`config.mk`:
```
export PLATFORM = sky130hd
export DESIGN_NAME = serial_word_receiver
export DESIGN_NICKNAME = d
export VERILOG_FILES = /design/src/rtl/serial_word_receiver.sv
export SDC_FILE = /design/constraint.sdc
export NUM_CORES = 1
export LEC_CHECK = 0
export CORE_ASPECT_RATIO = 1.1
export CORE_MARGIN = 5
export CORE_UTILIZATION = 64
export CTS_CLUSTER_DIAMETER = 100
export CTS_CLUSTER_SIZE = 24
export DETAILED_ROUTE_END_ITERATION = 8
export DONT_BUFFER_PORTS = 1
export GPL_TIMING_DRIVEN = 0
export PLACE_DENSITY = 0.82
export SYNTH_ARGS = -nofsm -noshare
export SYNTH_HDL_FRONTEND = slang
export SYNTH_SLANG_ARGS = --single-unit
```
`constraint.sdc`:
```
create_clock -name input_clock1_clk_1 -period 5.6 [get_ports input_clock1_clk_1]
set_input_delay 0.84 -clock input_clock1_clk_1 [delete_from_list [all_inputs] [get_ports input_clock1_clk_1]]
set_output_delay 0.84 -clock input_clock1_clk_1 [all_outputs]
set_load 0.005 [all_outputs]
```
`src/rtl/serial_word_receiver.sv`:
```
// serial_word_receiver
// Reassembles MSB-first serial frames from the 4-bit serializer stage into
// parallel words. Completed words are buffered in a small FIFO that the
// consumer drains through a valid/ready handshake.
// Optional feature: define PARITY_CHECK_EN to expect one even-parity bit
// after the data bits. Words whose parity does not match are dropped.

module serial_word_receiver #(
  parameter int WIDTH      = 4,
  parameter int FIFO_DEPTH = 2
) (
  input  logic             input_clock1_clk_1,
  input  logic             input_push_button1_reset_2,
  input  logic             input_serial_data_3,
  input  logic             input_load_shift_4,
  input  logic             input_ready_5,
  output logic [WIDTH-1:0] output_word_6,
  output logic             output_valid_7,
  output logic             output_overrun_8,
  output logic             output_frame_err_9,
  output logic             output_parity_err_10
);

  localparam int CNT_W = $clog2(WIDTH + 1);
  localparam int PTR_W = (FIFO_DEPTH > 1) ? $clog2(FIFO_DEPTH) : 1;
  localparam int OCC_W = $clog2(FIFO_DEPTH + 1);

  localparam logic [CNT_W-1:0] LAST_BIT = CNT_W'(WIDTH - 1);
  localparam logic [PTR_W-1:0] LAST_PTR = PTR_W'(FIFO_DEPTH - 1);
  localparam logic [OCC_W-1:0] FULL_OCC = OCC_W'(FIFO_DEPTH);

  typedef enum logic [1:0] {
    ST_IDLE   = 2'd0,
    ST_SHIFT  = 2'd1,
    ST_PARITY = 2'd2,
    ST_DONE   = 2'd3
  } state_t;

  // Short local names for the ports.
  logic clk;
  logic rst;
  logic ser_bit;
  logic load;
  logic ready;

  assign clk     = input_clock1_clk_1;
  assign rst     = input_push_button1_reset_2;
  assign ser_bit = input_serial_data_3;
  assign load    = input_load_shift_4;
  assign ready   = input_ready_5;

  // ---------------------------------------------------------------------------
  // Frame assembly state
  // ---------------------------------------------------------------------------
  state_t           state_q, state_d;
  logic [CNT_W-1:0] cnt_q, cnt_d;
  logic [WIDTH-1:0] shift_q, shift_d;
  logic             frame_err_q, frame_err_d;
  logic             push;
  logic [WIDTH-1:0] push_word;
`ifdef PARITY_CHECK_EN
  logic             parity_err_q, parity_err_d;
`endif

  // Frame FSM: collect the bits, detect restarts, and request the FIFO push.
  always_comb begin
    state_d     = state_q;
    cnt_d       = cnt_q;
    shift_d     = shift_q;
    frame_err_d = 1'b0;
    push        = 1'b0;
    push_word   = shift_q;
`ifdef PARITY_CHECK_EN
    parity_err_d = 1'b0;
`endif
    case (state_q)
      ST_IDLE: begin
        if (load) begin
          state_d = ST_SHIFT;
          cnt_d   = '0;
          shift_d = '0;
        end
      end
      ST_SHIFT: begin
        if (load) begin
          // A restart with no bits collected yet is a held load strobe, so
          // it is not reported as a framing error.
          frame_err_d = (cnt_q != '0);
          cnt_d       = '0;
          shift_d     = '0;
        end else begin
          shift_d = {shift_q[WIDTH-2:0], ser_bit};
          cnt_d   = cnt_q + CNT_W'(1);
          if (cnt_q == LAST_BIT) begin
`ifdef PARITY_CHECK_EN
            state_d = ST_PARITY;
`else
            push      = 1'b1;
            push_word = {shift_q[WIDTH-2:0], ser_bit};
            state_d   = ST_DONE;
`endif
          end
        end
      end
`ifdef PARITY_CHECK_EN
      ST_PARITY: begin
        if (load) begin
          frame_err_d = 1'b1;
          state_d     = ST_SHIFT;
          cnt_d       = '0;
          shift_d     = '0;
        end else begin
          // Even parity: the data bits and the parity bit together hold an
          // even number of ones.
          if (((^shift_q) ^ ser_bit) == 1'b0) begin
            push = 1'b1;
          end else begin
            parity_err_d = 1'b1;
          end
          state_d = ST_DONE;
        end
      end
`endif
      ST_DONE: begin
        if (load) begin
          state_d = ST_SHIFT;
          cnt_d   = '0;
          shift_d = '0;
        end
      end
      default: begin
        state_d = ST_IDLE;
        cnt_d   = '0;
        shift_d = '0;
      end
    endcase
  end

  // Frame FSM registers. Reset discards any partial frame.
  always_ff @(posedge clk) begin
    if (rst) begin
      state_q     <= ST_IDLE;
      cnt_q       <= '0;
      shift_q     <= '0;
      frame_err_q <= 1'b0;
    end else begin
      state_q     <= state_d;
      cnt_q       <= cnt_d;
      shift_q     <= shift_d;
      frame_err_q <= frame_err_d;
    end
  end

`ifdef PARITY_CHECK_EN
  // Parity error pulse register.
  always_ff @(posedge clk) begin
    if (rst) begin
      parity_err_q <= 1'b0;
    end else begin
      parity_err_q <= parity_err_d;
    end
  end
`endif

  // ---------------------------------------------------------------------------
  // Completed-word FIFO
  // Handshake: output_valid_7 is high whenever the FIFO holds a word, and
  // output_word_6 is that head word. A word transfers on every rising edge
  // where valid and input_ready_5 are both high. The head stays stable until
  // it transfers. valid never depends on ready in the same cycle.
  // ---------------------------------------------------------------------------
  logic [WIDTH-1:0] mem_q [FIFO_DEPTH];
  logic [WIDTH-1:0] mem_d [FIFO_DEPTH];
  logic [PTR_W-1:0] rd_ptr_q, rd_ptr_d;
  logic [PTR_W-1:0] wr_ptr_q, wr_ptr_d;
  logic [OCC_W-1:0] occ_q, occ_d;
  logic             overrun_q, overrun_d;
  logic             valid;
  logic             full;
  logic             pop;
  logic             push_ok;

  function automatic logic [PTR_W-1:0] ptr_inc(input logic [PTR_W-1:0] p);
    return (p == LAST_PTR) ? '0 : p + PTR_W'(1);
  endfunction

  assign valid = (occ_q != '0);
  assign full  = (occ_q == FULL_OCC);
  assign pop   = valid & ready;
  // When the FIFO is full, a push is still accepted if a pop happens on the
  // same edge. The slot being freed is the one that is written.
  assign push_ok = push & (~full | pop);

  // FIFO next-state logic: pointer and occupancy updates, plus the sticky overrun flag.
  always_comb begin
    mem_d     = mem_q;
    rd_ptr_d  = rd_ptr_q;
    wr_ptr_d  = wr_ptr_q;
    occ_d     = occ_q;
    overrun_d = overrun_q | (push & full & ~pop);
    if (push_ok) begin
      mem_d[wr_ptr_q] = push_word;
      wr_ptr_d        = ptr_inc(wr_ptr_q);
    end
    if (pop) begin
      rd_ptr_d = ptr_inc(rd_ptr_q);
    end
    case ({push_ok, pop})
      2'b10:   occ_d = occ_q + OCC_W'(1);
      2'b01:   occ_d = occ_q - OCC_W'(1);
      default: occ_d = occ_q;
    endcase
  end

  // FIFO registers. Storage is cleared so the word output reads 0 after reset.
  always_ff @(posedge clk) begin
    if (rst) begin
      for (int i = 0; i < FIFO_DEPTH; i++) begin
        mem_q[i] <= '0;
      end
      rd_ptr_q  <= '0;
      wr_ptr_q  <= '0;
      occ_q     <= '0;
      overrun_q <= 1'b0;
    end else begin
      for (int i = 0; i < FIFO_DEPTH; i++) begin
        mem_q[i] <= mem_d[i];
      end
      rd_ptr_q  <= rd_ptr_d;
      wr_ptr_q  <= wr_ptr_d;
      occ_q     <= occ_d;
      overrun_q <= overrun_d;
    end
  end

  // ---------------------------------------------------------------------------
  // Outputs
  // ---------------------------------------------------------------------------
  assign output_word_6      = mem_q[rd_ptr_q];
  assign output_valid_7     = valid;
  assign output_overrun_8   = overrun_q;
  assign output_frame_err_9 = frame_err_q;
`ifdef PARITY_CHECK_EN
  assign output_parity_err_10 = parity_err_q;
`else
  assign output_parity_err_10 = 1'b0;
`endif

endmodule

```
Word level (Yosys, flattened, before mapping)

Index checks and enable logic that the tools add are counted.

Add/sub/neg operators: 5
Multipliers: 0
Div/mod/pow operators: 0
Magnitude comparators: 3
Eq/ne operators: 9
Shift operators: 0
Multiplexer cells: 25
Bitwise gates (word level): 12
Reduce and logical (&&, ||, !) cells: 8

Operators by type and width:

| operator            | count |
|---|---|
| $mux 4              | 9 |
| $bwmux 8            | 1 |
| $pmux 2 s2          | 2 |
| $pmux 4 s2          | 1 |
| $eq 2x2->1 const B  | 3 |
| $mux 2              | 3 |
| $mux 3              | 2 |
| $pmux 3 s2          | 1 |
| $mux 1              | 5 |
| $and 1x1->1         | 4 |
| $demux 4 s1         | 1 |
| $eq 2x1->1 const B  | 2 |
| $ge 2x2->1 const B  | 2 |
| $ne 2x2->1 const B  | 2 |
| $not 1->1           | 4 |
| $not 1->2           | 2 |
| $reduce_bool 2->1   | 2 |
| $add 3x1->3 const B | 1 |
| $eq 3x2->1 const B  | 1 |
| $reduce_and 3->1    | 1 |
| $reduce_bool 3->1   | 1 |
| $reduce_or 3->1     | 1 |
| $add 1x1->1 const B | 2 |
| $add 2x1->2 const B | 1 |
| other kinds (7)     | 8 |

Register bits after elaboration: 23
Bits in latches: 0
RAM bits: 0
ROM bits: 0
Output and inout bits: 8
Memories kept: 0

Longest topological paths before layout

Depth after elaboration: 7
Depth in mapped cells: 8
Gate-level depth less buffers: 8

Worst setup path after synthesis

No wires, ideal clock.

Path kind: input-to-reg
Start: input port input_load_shift_4
End: register occ_q[1]
Library setup time: 0.070 ns
Arrival: 2.082 ns
Required time: 5.530 ns
Setup slack: 3.448 ns
Cell stages on the path: 5
Buffers on the path: 0
Cells stage by stage: nand3b_1 -> or2_2 -> ha_1 -> or3_1 -> a21oi_1

Longest elaborated chain between the ends: 5
Elaborated cells on any way between the ends: 7
Classes of those cells: 2 x eq/ne; 3 x mux; 1 x bitwise; 1 x reduce/logical

RTL lines:

| what                                                   | line | text |
|---|---|---|
| from (decl)                                            | 15   | `input logic input_load_shift_4,` |
| $mux 1 *                                               | 85   | `if (load) begin` |
| $mux 1 *                                               | 76   | `case (state_q)` |
| $and 1x1->1 *                                          | 192  | `assign push_ok = push & (~full \| pop);` |
| $eq 2x1->1 / $eq 2x2->1 (equally long branches)        | 208  | `case ({push_ok, pop})` |
| $pmux 2 s2 / $reduce_bool 2->1 (equally long branches) | n/a  |  |
| to (signal assigned)                                   | 223  | `occ_q <= '0;` |
| to (signal assigned)                                   | 231  | `occ_q <= occ_d;` |
| to (decl)                                              | 176  | `logic [OCC_W-1:0] occ_q, occ_d;` |

Mark *: on every way between the ends. The rest lies on a longest branch, timed or not.
A chain may end at the register's enable or synchronous reset.

Final worst setup path

Start: input port cnt_q[0]
End: register occ_q[1]

Longest elaborated chain between the ends: 7
Elaborated cells on any way between the ends: 9
Classes of those cells: 3 x eq/ne; 4 x mux; 1 x bitwise; 1 x reduce/logical

RTL lines:

| what                                                   | line | text |
|---|---|---|
| from (decl)                                            | 56   | `logic [CNT_W-1:0] cnt_q, cnt_d;` |
| $eq 3x2->1 *                                           | 94   | `if (cnt_q == LAST_BIT) begin` |
| $mux 1 *                                               | 94   |  |
| $mux 1 *                                               | 85   |  |
| $mux 1 *                                               | 76   |  |
| $and 1x1->1 *                                          | 192  |  |
| $eq 2x1->1 / $eq 2x2->1 (equally long branches)        | 208  |  |
| $pmux 2 s2 / $reduce_bool 2->1 (equally long branches) | n/a  |  |

Marked as above.

==> flow_summary.yaml <==
timing:
  rsz0062_at_grt: "no"
  fin_tns_setup_ps: 0
  setup_slack_ps: 3520
  fin_skew_ps: 13.0
  timing.final.hold_violations: 0
  finalSetupViolations: 0
  fmax_ghz: 0.481
  finalCritPeriodShare_pct: 37.2
  slew_viol_final: 0
  fin_crit_ps: 2080
global_routing:
  track_usage_pct: 15.3
  antenna_found_initial: 0
  grt_pass1_vias: 717
  grt_max_degree: 14
  grt_pass1_wl_microns: 3040
  grt-ovfl-total: 0
critical_path:
  end_kind: "register"
  slowest_stage: "dfxtp_1"
  criticalPathCategory: "reg2reg"
  arrival_ps: 2340
  crit_chain: "ha_1, ha_1, nand3b_1, or2_2, ha_1, or3_1, a21oi_1"
  worst-r2r-cell-count: 7
  required_ps: 5860
  cp_common_cell: "ha_1"
  endpoint: "occ_q[1]"
  cpPeakStageDelay_ps: 400
  r2r_end: "occ_q[1]"
  startpoint_type: "register"
  path_max_fanout: 5
  worstSetupStartpoint: "cnt_q[0]"
  path_depth: 7
  reg2reg_from: "cnt_q[0]"
  crit_family: "simple AND/OR/NAND/NOR gates"
  rrSetupSlack_ps: 3520
  critPathBufInv: 0
finish:
  fin_nets: 132
  antennaDiodeCount: 0
  area_growth_pct: 6.88
  fill_cells: 125
  layout-drive-gt1-share_pct: 14.2
drt:
  viasPerCell: 5.52
  drt_first_iter_violations: 19
  wl_per_cell_microns: 13.3
  wl_microns: 1820
  drc: 0
  vias: 756
  dr.pass1.iters: 5
  final_antenna_net_count: 0
clock_tree:
  cts_tree: "yes"
  cts-resized-gates: 0
  cts_setup_buffers: 0
  worstSkewPairLatency_ps: 320
  cts.path.max_buffers: 2
  htree_num_levels: 1
  root_buffer: "clkbuf_4"
  numCtsBuffers: 3
  cts.sinks: 22
  path_clk_slew_ps: 130
  ctsHoldBuffers: 0
yosys:
  syn_area_sq_mm: 0.00107
  synth-main-ff-cell: "dfxtp_1"
  synthArstFlopShare_pct: 0
  synth_edf_count: 0
  synth_nets: 127
  synth_cell_types: 25
  synth_cells: 116
  ys_ff_latch: 22
  yosys_warnings: 0
  syn_area_per_cell_sq_um: 9.24
  ys_seq_area_share_pct: 41.1
hold_path:
  hold_path_class: "reg2reg"
power:
  power.density_mw_per_mm2: 269
  leakagePower_nw: 0.425
  ir_worst_vdd_v: 0.000170
floorplan:
  fp.dieW_microns: 49.0
  initial_core_util_pct: 68.0
  num_rows: 15
  io_pins: 13
  coreArea_sq_mm: 0.00158
  die_y_microns: 52.9
  fp.dieArea_sq_mm: 0.00259
placement:
  dp_slack_ps: 3350
  dp_hpwl_microns: 1400
  gp_congestion: 0.809
  port_buffers: 0
outcome:
  status: "complete, no violations"
run:
  max_cap_violations: 0
-- area by class of cell --
class | instances | area [sq um] | area share (%)
multi-input combinational | 81 | 578 | 50.4
sequential | 22 | 440 | 38.4
tap | 17 | 21.3 | 1.86
inverter | 6 | 22.5 | 1.97
clock inverter | 1 | 30.0 | 2.62
buffer | 7 | 31.3 | 2.73
clock buffer | 3 | 22.5 | 1.97
-- report_power, final --
part	switching (W)	internal, W
Clock	0.0000491	0.0000725
Sequential	0.00000115	0.000158
Combinational	0.0000155	0.0000115
-- cells by family (layout without fill, tap and decap cells) --
logic type                 after synthesis  count (layout)  synth area share, %
xor gates and xnor gates                 3               3                 2.45
adders and majority gates                6               6                 7.00
other                                    1               1                0.350
AOI/OAI and AO/OA                       16              16                 8.29
buffers and inverters                   13              17                 5.02
muxes                                   13              13                 12.7
and+or+nand+nor                         42              42                 23.1
DFF                                     22              22                 41.1
-- how the worst min path moves through the flow --
stage / slack, ps / end / startpoint / cells past startpoint
floorplan: 430 / shift_q[2] / shift_q[2] / 2
global placement: 440 / shift_q[2] / shift_q[2] / 2
detailed placement: 460 / shift_q[2] / shift_q[2] / 2
CTS: 480 / shift_q[2] / shift_q[2] / 2
global route: 500 / cnt_q[1] / cnt_q[1] / 2
finish: 470 / shift_q[2] / shift_q[2] / 2
-- metal layers --
metal	share of wire, %	vias up	track usage [%]
met2	50	15	28.7
li1	-	392	-
met5	0	-	0
met4	2.3	0	6.73
met3	4.8	5	4.23
met1	43	344	15.8
-- state kept, by name, indices dropped and copies added (netlist names) --
name and cells:
mem_q 8, cnt_q 3, shift_q 3, occ_q 2
state_q 2, output_frame_err_9 1, output_overrun_8 1, rd_ptr_q 1
wr_ptr_q 1
-- cells in the final DEF, fill, tap and decap left out, drive strengths merged --
master  Yosys  final
nand2       7      7
a211oi      1      1
nor2        7      7
mux2i       8      8
or3         2      2
clkbuf      5      8
xnor2       2      2
or2         4      4
xor2        1      1
o21ai       3      3
ha          6      6
nand3b      5      5
a41oi       1      1
mux2        5      5
nand2b     13     13
a21oi      10     10
nor3b       3      3
buf         2      2
dfxtp      22     22
inv         6      6
bufinv      0      1
nor2b       1      1
conb        1      1
o21a        1      1
-- worst reg2reg max path: stages, from the launching register on --
cell      delay, ps
dfxtp_1         400
ha_1            170
ha_1            180
nand3b_1        150
or2_2           310
ha_1            310
or3_1           360
a21oi_1         140
-- cell usage after synthesis, types with 2 or more instances --
cell type	number	area, sq um
dfxtp_1	22	440
nand2b_1	13	81.3
a21oi_1	10	50.1
mux2i_1	8	80.1
nand2_1	7	26.3
nor2_1	7	26.3
ha_1	6	75.1
inv_1	6	22.5
clkbuf_1	5	18.8
mux2_2	5	56.3
nand3b_1	5	37.5
or2_2	4	25.0
o21ai_0	3	15.0
nor3b_2	2	25.0
or3_1	2	12.5
xnor2_1	2	17.5
-- stage by stage --
step           std cells  utilization, %  hold WS, ps  total power [W]  cell area, sq um
6_report             137            72.7          474         0.000308              1150
5_1_grt              137            72.7          500         0.000320              1150
4_1_cts              137            72.7          476         0.000310              1150
3_5_place_dp         133            69.4          458         0.000190              1090
3_3_place_gp         133            69.4          440         0.000190              1090
2_1_floorplan        116               -          432         0.000185              1070
Power figures use the tool's default switching activity.
